===== src/rtl/mmp_datapath_if.sv =====
// Command/status bundle between the MMP controller and its datapath.
// cmd_err exists only when MMP_DP_CMD_CHECK_EN is defined.
interface mmp_datapath_if #(
  parameter int N = 4
);
  logic           Load_regs;
  logic           Add_regs;
  logic           Shift_regs;
  logic           Decr_P;
  logic [N-1:0]   multiplicand;
  logic [N-1:0]   multiplier;
  logic           Q0;
  logic           Zero;
  logic [2*N-1:0] product;
`ifdef MMP_DP_CMD_CHECK_EN
  logic           cmd_err;
`endif

  modport master (
    output Load_regs,
    output Add_regs,
    output Shift_regs,
    output Decr_P,
    output multiplicand,
    output multiplier,
    input  Q0,
    input  Zero,
`ifdef MMP_DP_CMD_CHECK_EN
    input  cmd_err,
`endif
    input  product
  );

  modport slave (
    input  Load_regs,
    input  Add_regs,
    input  Shift_regs,
    input  Decr_P,
    input  multiplicand,
    input  multiplier,
    output Q0,
    output Zero,
`ifdef MMP_DP_CMD_CHECK_EN
    output cmd_err,
`endif
    output product
  );
endinterface


===== src/rtl/mmp_datapath.sv =====
// Shift-add multiplier datapath driven by the MMP controller strobes.
// Optional MMP_DP_CMD_CHECK_EN adds a sticky illegal-command flag.
module mmp_datapath #(
  parameter int N = 4
) (
  input logic           clk,
  input logic           rst,
  mmp_datapath_if.slave dp
);
  localparam int PW = $clog2(N + 1);

  logic [N-1:0]  a_q, a_d;
  logic [N-1:0]  b_q, b_d;
  logic [N-1:0]  q_q, q_d;
  logic          c_q, c_d;
  logic [PW-1:0] p_q, p_d;

  always_comb begin
    a_d = a_q;
    b_d = b_q;
    q_d = q_q;
    c_d = c_q;
    p_d = p_q;
    if (dp.Load_regs) begin
      b_d = dp.multiplicand;
      q_d = dp.multiplier;
      a_d = '0;
      c_d = 1'b0;
      p_d = PW'(N);
    end else begin
      if (dp.Add_regs) begin
        {c_d, a_d} = {1'b0, a_q} + {1'b0, b_q};
      end else if (dp.Shift_regs) begin
        {c_d, a_d, q_d} = {1'b0, c_q, a_q, q_q[N-1:1]};
      end
      // Saturate at zero so a stray strobe cannot re-arm the count
      if (dp.Decr_P && (p_q != '0)) begin
        p_d = p_q - PW'(1);
      end
    end
  end

  always_ff @(posedge clk) begin
    if (!rst) begin
      a_q <= '0;
      b_q <= '0;
      q_q <= '0;
      c_q <= 1'b0;
      p_q <= '0;
    end else begin
      a_q <= a_d;
      b_q <= b_d;
      q_q <= q_d;
      c_q <= c_d;
      p_q <= p_d;
    end
  end

  assign dp.Q0      = q_q[0];
  assign dp.Zero    = (p_q == '0);
  assign dp.product = {a_q, q_q};

`ifdef MMP_DP_CMD_CHECK_EN
  logic err_q, err_d;
  logic multi_cmd;

  assign multi_cmd = (dp.Load_regs  && dp.Add_regs)
                  || (dp.Load_regs  && dp.Shift_regs)
                  || (dp.Add_regs   && dp.Shift_regs);

  always_comb begin
    err_d = err_q;
    if (multi_cmd || (dp.Decr_P && (p_q == '0))) begin
      err_d = 1'b1;
    end
  end

  always_ff @(posedge clk) begin
    if (!rst) begin
      err_q <= 1'b0;
    end else begin
      err_q <= err_d;
    end
  end

  assign dp.cmd_err = err_q;
`endif
endmodule


===== src/flat_wrapper.sv =====
// flat-port wrapper written by rule: the top's interface ports become plain ports
module mmp_datapath_flat 
#(
  parameter int N = 4
)
  (clk, rst, dp_Load_regs, dp_Add_regs, dp_Shift_regs, dp_Decr_P, dp_multiplicand, dp_multiplier, dp_Q0, dp_Zero, dp_product);
  mmp_datapath_if #(.N(N)) dp_i ();
  input logic clk;
  input logic rst;
  input wire logic [$bits(dp_i.Load_regs)-1:0] dp_Load_regs;
  input wire logic [$bits(dp_i.Add_regs)-1:0] dp_Add_regs;
  input wire logic [$bits(dp_i.Shift_regs)-1:0] dp_Shift_regs;
  input wire logic [$bits(dp_i.Decr_P)-1:0] dp_Decr_P;
  input wire logic [$bits(dp_i.multiplicand)-1:0] dp_multiplicand;
  input wire logic [$bits(dp_i.multiplier)-1:0] dp_multiplier;
  output wire logic [$bits(dp_i.Q0)-1:0] dp_Q0;
  output wire logic [$bits(dp_i.Zero)-1:0] dp_Zero;
  output wire logic [$bits(dp_i.product)-1:0] dp_product;
  assign dp_i.Load_regs = dp_Load_regs;
  assign dp_i.Add_regs = dp_Add_regs;
  assign dp_i.Shift_regs = dp_Shift_regs;
  assign dp_i.Decr_P = dp_Decr_P;
  assign dp_i.multiplicand = dp_multiplicand;
  assign dp_i.multiplier = dp_multiplier;
  assign dp_Q0 = dp_i.Q0;
  assign dp_Zero = dp_i.Zero;
  assign dp_product = dp_i.product;
  mmp_datapath #(.N(N)) u_core (.clk(clk), .rst(rst), .dp(dp_i));
endmodule

===== config.mk =====
export PLATFORM = sky130hd
export DESIGN_NAME = mmp_datapath_flat
export DESIGN_NICKNAME = d
export VERILOG_FILES = /design/src/rtl/mmp_datapath_if.sv /design/src/rtl/mmp_datapath.sv /design/src/flat_wrapper.sv
export SDC_FILE = /design/constraint.sdc
export NUM_CORES = 1
export LEC_CHECK = 0
export BUFFER_PORTS_ARGS = -buffer_cell sky130_fd_sc_hd__buf_4
export CORE_ASPECT_RATIO = 1.75
export CORE_MARGIN = 5
export CORE_UTILIZATION = 35
export DETAILED_ROUTE_END_ITERATION = 7
export HOLD_SLACK_MARGIN = 0.03
export PLACE_DENSITY = 0.55
export SLEW_MARGIN = 30
export SYNTH_ARGS = -nofsm -noshare
export SYNTH_HDL_FRONTEND = slang
export SYNTH_SLANG_ARGS = --single-unit

===== constraint.sdc =====
create_clock -name clk -period 2.4 [get_ports clk]
set_clock_uncertainty 0.1 [all_clocks]
set_input_delay 0.24 -clock clk [delete_from_list [all_inputs] [get_ports clk]]
set_output_delay 0.24 -clock clk [all_outputs]
set_load 0.1 [all_outputs]

==> metrics.txt <==
reg2reg end=u_core.c_q; Clk pwr share=0.338; setup TNS=0 ns; n_diodes=0; relative slew slack=0.785; final antenna-violating net count=0; routed len/inst=13.6 µm; Cell Area, Synth=883 µm²; Clock Latency Late Sink=0.25 ns; FF-to-FF Start=u_core.a_q[0]; Cells after Synth=87; Vias/cell=5.10; total CTS buffers=3; cell area after layout=1110 µm²; Distinct cells, synth=28; Net Sw Frac=0.313; crit path cell chain=inv_1, ha_1, nand2b_1, inv_1, buf_4; Die Height=76.5 µm; Worst Path Required=2.06 ns; max cap viols=0; Die ar.=3670 µm²; share of cells above drive strength 1=0.284; arrival time at the worst endpoint=1.31 ns; Initial Util=0.359; DR DRC count=0; IO buf count=23; Max Buffers Root-to-Sink=2; crit start category=flop; hold_sp=dp_Decr_P; Reg clk slew, reported paths=0.06 ns; H-tree depth=1; Worst Hold Class=in -> reg; status=completed; fmax=0.606 GHz; first-pass GRT wire length=3110 µm; most frequent cells in the layout=buf_4 (23), dfxtp_1 (16); net load switching power=0.220 mW; leak pwr=0.552 nW; gp weighted congestion=0.855; DP HPWL=1440 µm; DP Cell Count=131; vias in the first global route=740; Mean Syn Cell Area=10.2 µm²; Iteration-0 DRC Markers=15; CP Launch Point=u_core.p_q[0]; combinational power share=0.251; # setup viols final=0; Post-CTS Resized=0; via count=688; internal power=0.485 mW; Finished Layout Cells=135; Reg area=320 µm²; RSZ-0062 raised after global routing=no; DRT Pass-1 Iters=4; CTS tree=yes; most common cell after layout, fill and taps aside=buf_4; Worst Slack Setup Final=0.749 ns; pre-CTS WS=0.803 ns; Sinks on Clock Net=16; Hold Vio Cnt, Final=0; Worst path most repeated cell=inv_1; fin util=0.450; # rows=24; GR Util All Layers=0.113; delay of the slowest critical-path stage=0.30 ns; Final nets=131; Setup Crit Path Kind=reg -> out; CTS Hold Buffers Added=0; worst-margin pin slew=0.322 ns; CP Capture Point=dp_Zero; Final Max Tran Viols=0; Syn Nets=108; die width=48.0 µm; Peak VDD IR=0.442 mV; Post-DP Area=1050 µm²; Layout fillers=252; Ports=24; CTS root buffer=clkbuf_8; Worst Reg2Reg Path Length in Cells=5; register area share after synthesis=0.363; FF-to-FF setup slack=0.80 ns; largest net degree at the start of global routing=15; Setup Fix Bufs, Post-CTS=0; drt total wl=1840 µm; initial antenna violation count=0; yosys warns=0; FF+latch count, synth=16; area of the core=2460 µm²; grt total ovfl=0; min cycle time layout=1.65 ns; crit path capture type=output port; CP max stage cell=dfxtp_1; multi-input logic area=512 µm²; Area Overhead vs Synth=25.4%; crit-path max FO=5; Seq pwr share=0.411; PD cells=637 nW/µm²; Final Cycle Share=0.688
[power by group through the flow]
| stage | logic [mW] | registers, mW | clock network, mW |
|---|---|---|---|
| 6_report | 0.177 | 0.290 | 0.238 |
| 5_1_grt | 0.188 | 0.292 | 0.260 |
| 4_1_cts | 0.179 | 0.290 | 0.249 |
| 3_5_place_dp | 0.178 | 0.296 | 0 |
| 3_3_place_gp | 0.177 | 0.296 | 0 |
| 2_1_floorplan | 0.0880 | 0.344 | 0 |
[metal layers]
layer  vias to the layer above  global-route usage  routed length (µm)
li1                        349                   -                   -
met1                       318               0.128                 712
met2                        19               0.188                1010
met3                         2              0.0284                 100
met4                         0              0.0485                  20
met5                         -                   0                   0
[cells in the mapped netlist]
cell | instances | area, µm²
nor4_1 | 1 | 6.26
buf_6 | 1 | 11.3
buf_2 | 2 | 10.0
mux2_2 | 2 | 22.5
a211oi_1 | 3 | 22.5
nand2_1 | 2 | 7.51
nor2b_1 | 6 | 37.5
a21oi_1 | 6 | 30.0
nand2b_4 | 1 | 13.8
mux2i_1 | 6 | 60.1
a21o_1 | 2 | 15.0
nand3_1 | 2 | 10.0
nor3_1 | 2 | 10.0
inv_1 | 4 | 15.0
o31a_1 | 1 | 8.76
nand2b_1 | 6 | 37.5
mux2_1 | 4 | 45.0
a311oi_1 | 1 | 8.76
and4b_2 | 1 | 11.3
or2b_1 | 1 | 7.51
fa_1 | 1 | 20.0
nor2_1 | 2 | 7.51
o211a_1 | 4 | 40.0
buf_4 | 2 | 15.0
ha_1 | 6 | 75.1
and2_1 | 1 | 6.26
xnor2_1 | 1 | 8.76
dfxtp_1 | 16 | 320
[how the worst min path moves through the flow]
stage                     slack [ns]  depth (start not counted)            end
after floorplan                 0.25                          1  u_core.p_q[1]
after global placement          0.38                          2  u_core.p_q[1]
after detailed placement        0.38                          2  u_core.p_q[1]
after CTS                       0.12                          2  u_core.p_q[1]
after global routing            0.13                          2  u_core.p_q[1]
final                           0.13                          2  u_core.p_q[1]
[registers in the layout (all words and copies together) (netlist names)]
| signal | cells |
|---|---|
| u_core.a_q | 4 |
| u_core.b_q | 4 |
| u_core.c_q | 1 |
| u_core.p_q | 3 |
| u_core.q_q | 4 |
[critical path, delay by kind of cell, from the launching register on]
kind / cells / cell delay [ns]
DFF: 1 / 0.30
adders and majority gates: 1 / 0.18
and+or+nand+nor: 1 / 0.13
buffers and inverters: 3 / 0.46
[through the flow]
step / power (mW) / hold WS [ns]
finish: 0.705 / 0.126
global route: 0.741 / 0.134
CTS: 0.718 / 0.121
detailed placement: 0.475 / 0.377
global placement: 0.473 / 0.381
floorplan: 0.432 / 0.249
[logic make-up (layout without fill, tap and decap cells)]
family | Yosys count | after routing | share of synthesized area
simple gates | 25 | 25 | 0.176
mux | 12 | 12 | 0.144
flops | 16 | 16 | 0.363
buf+inv | 9 | 31 | 0.0581
xor+xnor | 1 | 1 | 0.00992
fa+ha+maj | 7 | 7 | 0.108
compound gates | 17 | 17 | 0.142
[area by class of cell]
| type | instances | area share |
|---|---|---|
| flip-flops and latches | 16 | 0.289 |
| clock buffers | 4 | 0.0497 |
| repair buffers | 23 | 0.156 |
| multi-input cells | 62 | 0.462 |
| well taps | 26 | 0.0294 |
| inverters | 4 | 0.0136 |
(Power assumes the default switching activity.)
